### src/rtl/alu_seq.sv
// alu_seq: handshaked WIDTH-bit ALU sitting between issue and writeback.
// Single-cycle ops finish at the accept edge. MUL, DIVU and REMU run one
// shift-add or restoring-subtract step per cycle. WIDTH must be a power of 2, >= 4.
module alu_seq #(
  parameter int unsigned WIDTH = 16
) (
  input  logic             clk,
  input  logic             reset_n,
  input  logic             in_valid,
  output logic             in_ready,
  input  logic [WIDTH-1:0] a,
  input  logic [WIDTH-1:0] b,
  input  logic [3:0]       op_code,
  output logic             out_valid,
  input  logic             out_ready,
  output logic [WIDTH-1:0] result,
  output logic             zero_flag,
  output logic             carry_flag,
  output logic             overflow_flag,
  output logic             negative_flag,
  output logic             div_zero_flag
);

  localparam int unsigned SHW = $clog2(WIDTH);
  localparam int unsigned OPW = 4;

  localparam logic [OPW-1:0] OP_ADD   = 4'd0;
  localparam logic [OPW-1:0] OP_SUB   = 4'd1;
  localparam logic [OPW-1:0] OP_AND   = 4'd2;
  localparam logic [OPW-1:0] OP_OR    = 4'd3;
  localparam logic [OPW-1:0] OP_XOR   = 4'd4;
  localparam logic [OPW-1:0] OP_NOT   = 4'd5;
  localparam logic [OPW-1:0] OP_SHL   = 4'd6;
  localparam logic [OPW-1:0] OP_SHR   = 4'd7;
  localparam logic [OPW-1:0] OP_CMPEQ = 4'd8;
  localparam logic [OPW-1:0] OP_CMPLT = 4'd9;
  localparam logic [OPW-1:0] OP_CMPLE = 4'd10;
  localparam logic [OPW-1:0] OP_MUL   = 4'd11;
  localparam logic [OPW-1:0] OP_DIVU  = 4'd12;
  localparam logic [OPW-1:0] OP_REMU  = 4'd13;
  localparam logic [OPW-1:0] OP_ASR   = 4'd14;

  typedef enum logic [1:0] {
    S_IDLE = 2'd0,
    S_BUSY = 2'd1,
    S_DONE = 2'd2
  } state_t;

  state_t state_q, state_d;
  logic   in_ready_q, in_ready_d;
  logic   out_valid_q, out_valid_d;

  // Working registers shared by multiply and divide.
  logic [OPW-1:0]   op_q, op_d;
  logic [WIDTH-1:0] opnd_q, opnd_d;
  logic [WIDTH-1:0] hi_q, hi_d;
  logic [WIDTH-1:0] lo_q, lo_d;
  logic [SHW-1:0]   cnt_q, cnt_d;

  // Presented result and flags.
  logic [WIDTH-1:0] res_q, res_d;
  logic             zf_q, zf_d;
  logic             cf_q, cf_d;
  logic             vf_q, vf_d;
  logic             nf_q, nf_d;
  logic             dz_q, dz_d;

  logic             accept;
  logic             is_iter_in;
  logic             is_div_q;
  logic             div_by_zero;
  logic             last_step;
  logic             busy_done;

  logic [WIDTH-1:0] alu_res;
  logic             alu_c;
  logic             alu_v;
  logic [WIDTH:0]   add_full;
  logic [WIDTH:0]   sub_full;
  logic [SHW-1:0]   sh;

  logic [WIDTH:0]   mul_sum;
  logic [WIDTH:0]   div_shift;
  logic [WIDTH:0]   div_trial;
  logic [WIDTH-1:0] hi_step;
  logic [WIDTH-1:0] lo_step;
  logic [WIDTH-1:0] iter_res;
  logic             iter_hi_nz;

  logic             load_res;
  logic [WIDTH-1:0] res_nxt;
  logic             c_nxt;
  logic             v_nxt;
  logic             dz_nxt;

  assign accept      = in_ready_q & in_valid;
  assign is_iter_in  = (op_code == OP_MUL) | (op_code == OP_DIVU) | (op_code == OP_REMU);
  assign is_div_q    = (op_q == OP_DIVU) | (op_q == OP_REMU);
  assign div_by_zero = is_div_q & (opnd_q == '0);
  assign last_step   = (cnt_q == SHW'(WIDTH - 1));
  assign busy_done   = (state_q == S_BUSY) & (div_by_zero | last_step);

  // State register plus the registered handshake outputs.
  always_ff @(posedge clk or negedge reset_n) begin
    if (!reset_n) begin
      state_q     <= S_IDLE;
      in_ready_q  <= 1'b1;
      out_valid_q <= 1'b0;
    end else begin
      state_q     <= state_d;
      in_ready_q  <= in_ready_d;
      out_valid_q <= out_valid_d;
    end
  end

  // Next-state logic.
  always_comb begin
    state_d = state_q;
    unique case (state_q)
      S_IDLE:  if (in_valid)  state_d = is_iter_in ? S_BUSY : S_DONE;
      S_BUSY:  if (busy_done) state_d = S_DONE;
      S_DONE:  if (out_ready) state_d = S_IDLE;
      default: state_d = S_IDLE;
    endcase
  end

  // Handshake outputs follow the upcoming state so they are registered.
  always_comb begin
    in_ready_d  = 1'b0;
    out_valid_d = 1'b0;
    if (state_d == S_IDLE) in_ready_d  = 1'b1;
    if (state_d == S_DONE) out_valid_d = 1'b1;
  end

  // Single-cycle ALU on the live inputs, registered at the accept edge.
  always_comb begin
    add_full = {1'b0, a} + {1'b0, b};
    sub_full = {1'b0, a} - {1'b0, b};
    sh       = b[SHW-1:0];
    alu_res  = '0;
    alu_c    = 1'b0;
    alu_v    = 1'b0;
    unique case (op_code)
      OP_ADD: begin
        alu_res = add_full[WIDTH-1:0];
        alu_c   = add_full[WIDTH];
        alu_v   = (a[WIDTH-1] == b[WIDTH-1]) && (alu_res[WIDTH-1] != a[WIDTH-1]);
      end
      OP_SUB: begin
        alu_res = sub_full[WIDTH-1:0];
        alu_c   = sub_full[WIDTH];
        alu_v   = (a[WIDTH-1] != b[WIDTH-1]) && (alu_res[WIDTH-1] != a[WIDTH-1]);
      end
      OP_AND:   alu_res = a & b;
      OP_OR:    alu_res = a | b;
      OP_XOR:   alu_res = a ^ b;
      OP_NOT:   alu_res = ~a;
      OP_SHL:   alu_res = a << sh;
      OP_SHR:   alu_res = a >> sh;
      OP_ASR:   alu_res = $signed(a) >>> sh;
      OP_CMPEQ: alu_res = WIDTH'(a == b);
      OP_CMPLT: alu_res = WIDTH'($signed(a) <  $signed(b));
      OP_CMPLE: alu_res = WIDTH'($signed(a) <= $signed(b));
      default:  alu_res = '0;
    endcase
  end

  // One iteration step: shift-add multiply or restoring divide.
  always_comb begin
    mul_sum   = {1'b0, hi_q} + {1'b0, (lo_q[0] ? opnd_q : {WIDTH{1'b0}})};
    div_shift = {hi_q, lo_q[WIDTH-1]};
    div_trial = div_shift - {1'b0, opnd_q};
    if (op_q == OP_MUL) begin
      hi_step = mul_sum[WIDTH:1];
      lo_step = {mul_sum[0], lo_q[WIDTH-1:1]};
    end else begin
      hi_step = div_trial[WIDTH] ? div_shift[WIDTH-1:0] : div_trial[WIDTH-1:0];
      lo_step = {lo_q[WIDTH-2:0], ~div_trial[WIDTH]};
    end
    iter_res   = (op_q == OP_REMU) ? hi_step : lo_step;
    iter_hi_nz = (op_q == OP_MUL) && (hi_step != '0);
  end

  // Working-register and result/flag next values.
  always_comb begin
    op_d     = op_q;
    opnd_d   = opnd_q;
    hi_d     = hi_q;
    lo_d     = lo_q;
    cnt_d    = cnt_q;
    res_d    = res_q;
    zf_d     = zf_q;
    cf_d     = cf_q;
    vf_d     = vf_q;
    nf_d     = nf_q;
    dz_d     = dz_q;
    load_res = 1'b0;
    res_nxt  = '0;
    c_nxt    = 1'b0;
    v_nxt    = 1'b0;
    dz_nxt   = 1'b0;

    if (accept) begin
      op_d   = op_code;
      cnt_d  = '0;
      hi_d   = '0;
      lo_d   = (op_code == OP_MUL) ? b : a;
      opnd_d = (op_code == OP_MUL) ? a : b;
      if (!is_iter_in) begin
        load_res = 1'b1;
        res_nxt  = alu_res;
        c_nxt    = alu_c;
        v_nxt    = alu_v;
      end
    end

    if (state_q == S_BUSY) begin
      if (div_by_zero) begin
        load_res = 1'b1;
        res_nxt  = (op_q == OP_DIVU) ? {WIDTH{1'b1}} : lo_q;
        dz_nxt   = 1'b1;
      end else begin
        hi_d  = hi_step;
        lo_d  = lo_step;
        cnt_d = cnt_q + SHW'(1);
        if (last_step) begin
          load_res = 1'b1;
          res_nxt  = iter_res;
          c_nxt    = iter_hi_nz;
          v_nxt    = iter_hi_nz;
        end
      end
    end

    if (load_res) begin
      res_d = res_nxt;
      zf_d  = (res_nxt == '0);
      nf_d  = res_nxt[WIDTH-1];
      cf_d  = c_nxt;
      vf_d  = v_nxt;
      dz_d  = dz_nxt;
    end
  end

  // Datapath registers; reset discards any operation in flight.
  always_ff @(posedge clk or negedge reset_n) begin
    if (!reset_n) begin
      op_q   <= '0;
      opnd_q <= '0;
      hi_q   <= '0;
      lo_q   <= '0;
      cnt_q  <= '0;
      res_q  <= '0;
      zf_q   <= 1'b1;
      cf_q   <= 1'b0;
      vf_q   <= 1'b0;
      nf_q   <= 1'b0;
      dz_q   <= 1'b0;
    end else begin
      op_q   <= op_d;
      opnd_q <= opnd_d;
      hi_q   <= hi_d;
      lo_q   <= lo_d;
      cnt_q  <= cnt_d;
      res_q  <= res_d;
      zf_q   <= zf_d;
      cf_q   <= cf_d;
      vf_q   <= vf_d;
      nf_q   <= nf_d;
      dz_q   <= dz_d;
    end
  end

  assign in_ready      = in_ready_q;
  assign out_valid     = out_valid_q;
  assign result        = res_q;
  assign zero_flag     = zf_q;
  assign carry_flag    = cf_q;
  assign overflow_flag = vf_q;
  assign negative_flag = nf_q;
  assign div_zero_flag = dz_q;

endmodule

### config.mk
export PLATFORM = sky130hd
export DESIGN_NAME = alu_seq
export DESIGN_NICKNAME = d
export VERILOG_FILES = /design/src/rtl/alu_seq.sv
export SDC_FILE = /design/constraint.sdc
export NUM_CORES = 1
export LEC_CHECK = 0
export ABC_CLOCK_PERIOD_IN_PS = 5500
export BUFFER_PORTS_ARGS = -buffer_cell sky130_fd_sc_hd__clkbuf_2
export CAP_MARGIN = 15
export CELL_PAD_IN_SITES_DETAIL_PLACEMENT = 0
export CELL_PAD_IN_SITES_GLOBAL_PLACEMENT = 1
export CORE_UTILIZATION = 36
export CTS_CLUSTER_DIAMETER = 200
export CTS_CLUSTER_SIZE = 30
export DETAILED_ROUTE_END_ITERATION = 10
export GPL_TIMING_DRIVEN = 0
export PLACE_DENSITY = 0.64
export SKIP_LAST_GASP = 1
export SLEW_MARGIN = 40
export SYNTH_ARGS = -nofsm -noshare
export SYNTH_HDL_FRONTEND = slang
export SYNTH_SLANG_ARGS = --single-unit
export TNS_END_PERCENT = 10
### constraint.sdc
create_clock -name clk -period 5.5 [get_ports clk]
set_clock_uncertainty 0.1 [all_clocks]
set_input_delay 1.1 -clock clk [delete_from_list [all_inputs] [get_ports clk]]
set_output_delay 1.1 -clock clk [all_outputs]
set_load 0.02 [all_outputs]
==> impl_metrics.yaml <==
sta:
  period_needed_ns: 5.39
  period_share_pct: 98.0
  final-setup-viol-count: 0
  max_freq_mhz: 186
  finalHoldViolCount: 0
  slew_violations: 0
  relSlewSlack_pct: 37.4
  rsz0062_at_grt: "no"
  holdWs_ns: 0.366
  tightest_slew_ns: 0.930
pwr:
  power.leakage_uw: 0.00544
  peakVddDrop_mv: 0.165
  power_density_nw_per_um2: 301
floorplan:
  core_um2: 30500
  die_x_um: 178
  start_util_pct: 36.6
  dieArea_um2: 31700
  die_h_um: 178
  design.portCount: 63
  rows: 64
route:
  top_layer_used: "met4"
  drt_iter0_drc: 1441
  drt_pass1_iterations: 6
  ant_nets: 0
  totalWireLength_um: 53900
  drc: 0
  dr_total_vias: 12600
  dr_wl_met2_um: 24100
  met3_length_um: 4000
  routedWlPerCell_um: 26.9
  vias_per_cell: 6.31
  met1Wirelength_um: 22800
critical_path:
  path_buf_inv: 3
  rrSetupSlack_ns: 0.83
  critPathRequiredTime_ns: 5.68
  cp_slowest_cell: "nor3_1"
  crit_path_max_incr_delay_ns: 0.77
  path_cells: "clkbuf_2 -> clkbuf_1 -> inv_1 -> ha_1 -> nor3_1 -> nand3_1 -> a2111oi_0 -> nor3b_2 -> xnor2_1 -> o311ai_1 -> o211ai_2 -> o211ai_1 -> or4_1 -> o21ai_1"
  cp-start-kind: "primary input"
  critPathKind: "in2reg"
  critPathMaxFanout: 9
  cp.arrival_ns: 5.57
  endpoint_kind: "register"
  cp_top_family: "simple AND/OR/NAND/NOR gates"
yosys:
  synth.avg_cell_area_um2: 7.29
  ys_ff_latch: 80
  synth_edf_count: 0
  synthCells: 1531
  ys_seq_area_share_pct: 18.0
  synth.yosys.warnings: 0
  async_flop_share_pct: 100
  syn_nets: 1660
  yosys_most_used_dff: "dfrtp_1"
  ys_types: 90
  synth.cell_area_um2: 11200
finish:
  antenna_cells: 0
  final_util_pct: 40.5
  layout-drive-gt1-share_pct: 10.5
  nets: 1733
  postLayoutCellArea_um2: 12400
  syn_to_final_growth_pct: 10.8
place:
  port_buffers: 62
  postPlaceCellArea_um2: 12000
  dpl.hpwl_um: 43300
  gp_congestion: 1.01
job:
  maxCapViolCount: 0
global_routing:
  grtUsageTotal_pct: 34.2
  grt_max_degree: 61
  grt_overflow: 0
  antenna_found_initial: 0
  grt_pass1_vias: 12000
  grt_pass1_wl_um: 78800
clock_tree:
  cts_made_buffers: 9
  post_cts.repair.setup_buffers: 0
  cts_hold_buf: 0
  cts_tree: "yes"
  clk_latency_ns: 0.36
  clockBufferDepth: 2
  cts-root-buf: "clkbuf_16"
  cts_sinks: 80
  clkTransAtPathRegs_ns: 0.06
  htreeDepth: 3
status:
  outcome: "complete, no violations"
worst_hold_path:
  holdCritPathClass: "reg2reg"
-- cell usage after synthesis (6+ instances only) --
library cell  number  area share [%]
o31ai_1           17             1.1
nand2b_1          13            0.73
nand4_1           12            0.67
a31oi_1           18             1.0
nor4_1            21             1.2
nor2_1           162             5.5
a2111oi_0          6            0.47
o21ai_0          125             5.6
mux2i_1           42             3.8
or3_1             11            0.62
dfrtp_1           78              17
nand3_1           42             1.9
o22ai_1           16            0.90
xor2_1            10            0.79
nor3_1            42             1.9
ha_1              85             9.5
and2_1            25             1.4
mux2_2            28             2.8
and3_1            15            0.84
a21boi_0           7            0.47
clkbuf_1          78             2.6
o211ai_1          42             2.8
nor2b_1           18             1.0
a22oi_1            6            0.40
inv_1             78             2.6
mux4_2            13             2.6
a21o_1            14            0.94
o21a_1            11            0.74
a21oi_1          108             4.8
xnor2_1           16             1.3
nor3b_1           15             1.0
a211oi_1          30             2.0
o21bai_1           8            0.54
a22o_1             7            0.55
a211o_1            6            0.47
nand2_1          169             5.7
buf_2             17            0.76
-- state kept, by name, indices dropped and copies added (netlist names) --
name           cells
in_ready           1
result            16
zero_flag          1
overflow_flag      1
hi_q              16
cnt_q              4
op_q               4
opnd_q            16
lo_q              16
div_zero_flag      1
state_q            2
out_valid          1
carry_flag         1
-- repair_timing --
action,in CTS,in global routing
endpoints found under the hold margin,0,0
pin swaps,0,0
setup endpoints to repair,2,2
resized for setup,5,3
-- cell type report --
type	instances	area [µm²]
clock buffer	11	233
sequential	80	2000
multi-input combinational	1266	8470
inverter	80	302
tap	396	495
clock inverter	5	57.6
buffer	103	437
timing repair buffer	64	352
fill	3299	18200
-- cell usage in the layout (no fill, tap or decap), drive strengths merged, types with 11 or more instances in the layout --
cell type,count
nand2,169
nor2,162
clkbuf,149
o21ai,131
a21oi,108
ha,85
inv,79
dfrtp,78
o211ai,43
nand3,42
nor3,42
mux2i,42
a211oi,31
mux2,31
buf,29
and2,26
nor4,21
a31oi,19
nor2b,18
o31ai,17
xnor2,17
o22ai,16
and3,15
nor3b,15
a21o,14
nand2b,13
mux4,13
nand4,12
or3,11
o21a,11
-- worst paths after layout --
path,start,endpoint,cells past startpoint
worst max-delay path,a[13],zero_flag$_DFFE_PN1P_,14
worst min-delay path,zero_flag$_DFFE_PN1P_,zero_flag$_DFFE_PN1P_,2
worst max register to register,opnd_q[0]$_DFFE_PN0P_,zero_flag$_DFFE_PN1P_,13
worst min register to register,zero_flag$_DFFE_PN1P_,zero_flag$_DFFE_PN1P_,2
max in group asynchronous,reset_n,zero_flag$_DFFE_PN1P_,2
min in group asynchronous,reset_n,hi_q[14]$_DFF_PN0_,1
-- cells by family (layout without fill, tap and decap cells) --
group | count (synthesis) | count (layout) | share of synthesized area [%]
adder cells (fa/ha/maj) | 89 | 89 | 10.3
AO/OA/AOI/OAI | 491 | 491 | 28.7
multiplexers | 86 | 86 | 9.59
XOR/XNOR | 27 | 27 | 2.29
flip-flops | 80 | 80 | 18.0
buffers and inverters | 185 | 263 | 6.65
AND/OR/NAND/NOR | 573 | 573 | 24.5
-- worst min-delay path: cells and delay by family, from the launching register on --
family	cells	cell delay [ns]
flip-flops	1	0.37
AND/OR/NAND/NOR	1	0.05
AO/OA/AOI/OAI	1	0.05
-- per-stage QoR --
stage / cells / setup WS, ns / TNS (ns) / power, µW
2_1_floorplan: 1531 / 0.672 / 0 / 2340
3_3_place_gp: 1989 / -1.35 / -5.54 / 3050
3_5_place_dp: 1991 / -0.794 / -2.35 / 3060
4_1_cts: 2007 / 0.123 / 0 / 3690
5_1_grt: 2005 / 0.0514 / 0 / 3950
6_report: 2005 / 0.110 / 0 / 3720
-- where the power goes --
part | internal [µW] | switching (µW) | leakage (µW)
clock network | 352 | 261 | 0.000132
logic | 774 | 1350 | 0.00430
registers | 762 | 224 | 0.00101
total | 1890 | 1830 | 0.00544
-- per-layer routing --
layer,global-route usage (%),up-vias
li1,-,5770
met1,45.2,6154
met2,54.5,610
met3,4.07,112
met4,17.9,0
met5,0,-
(Power assumes the default switching activity.)
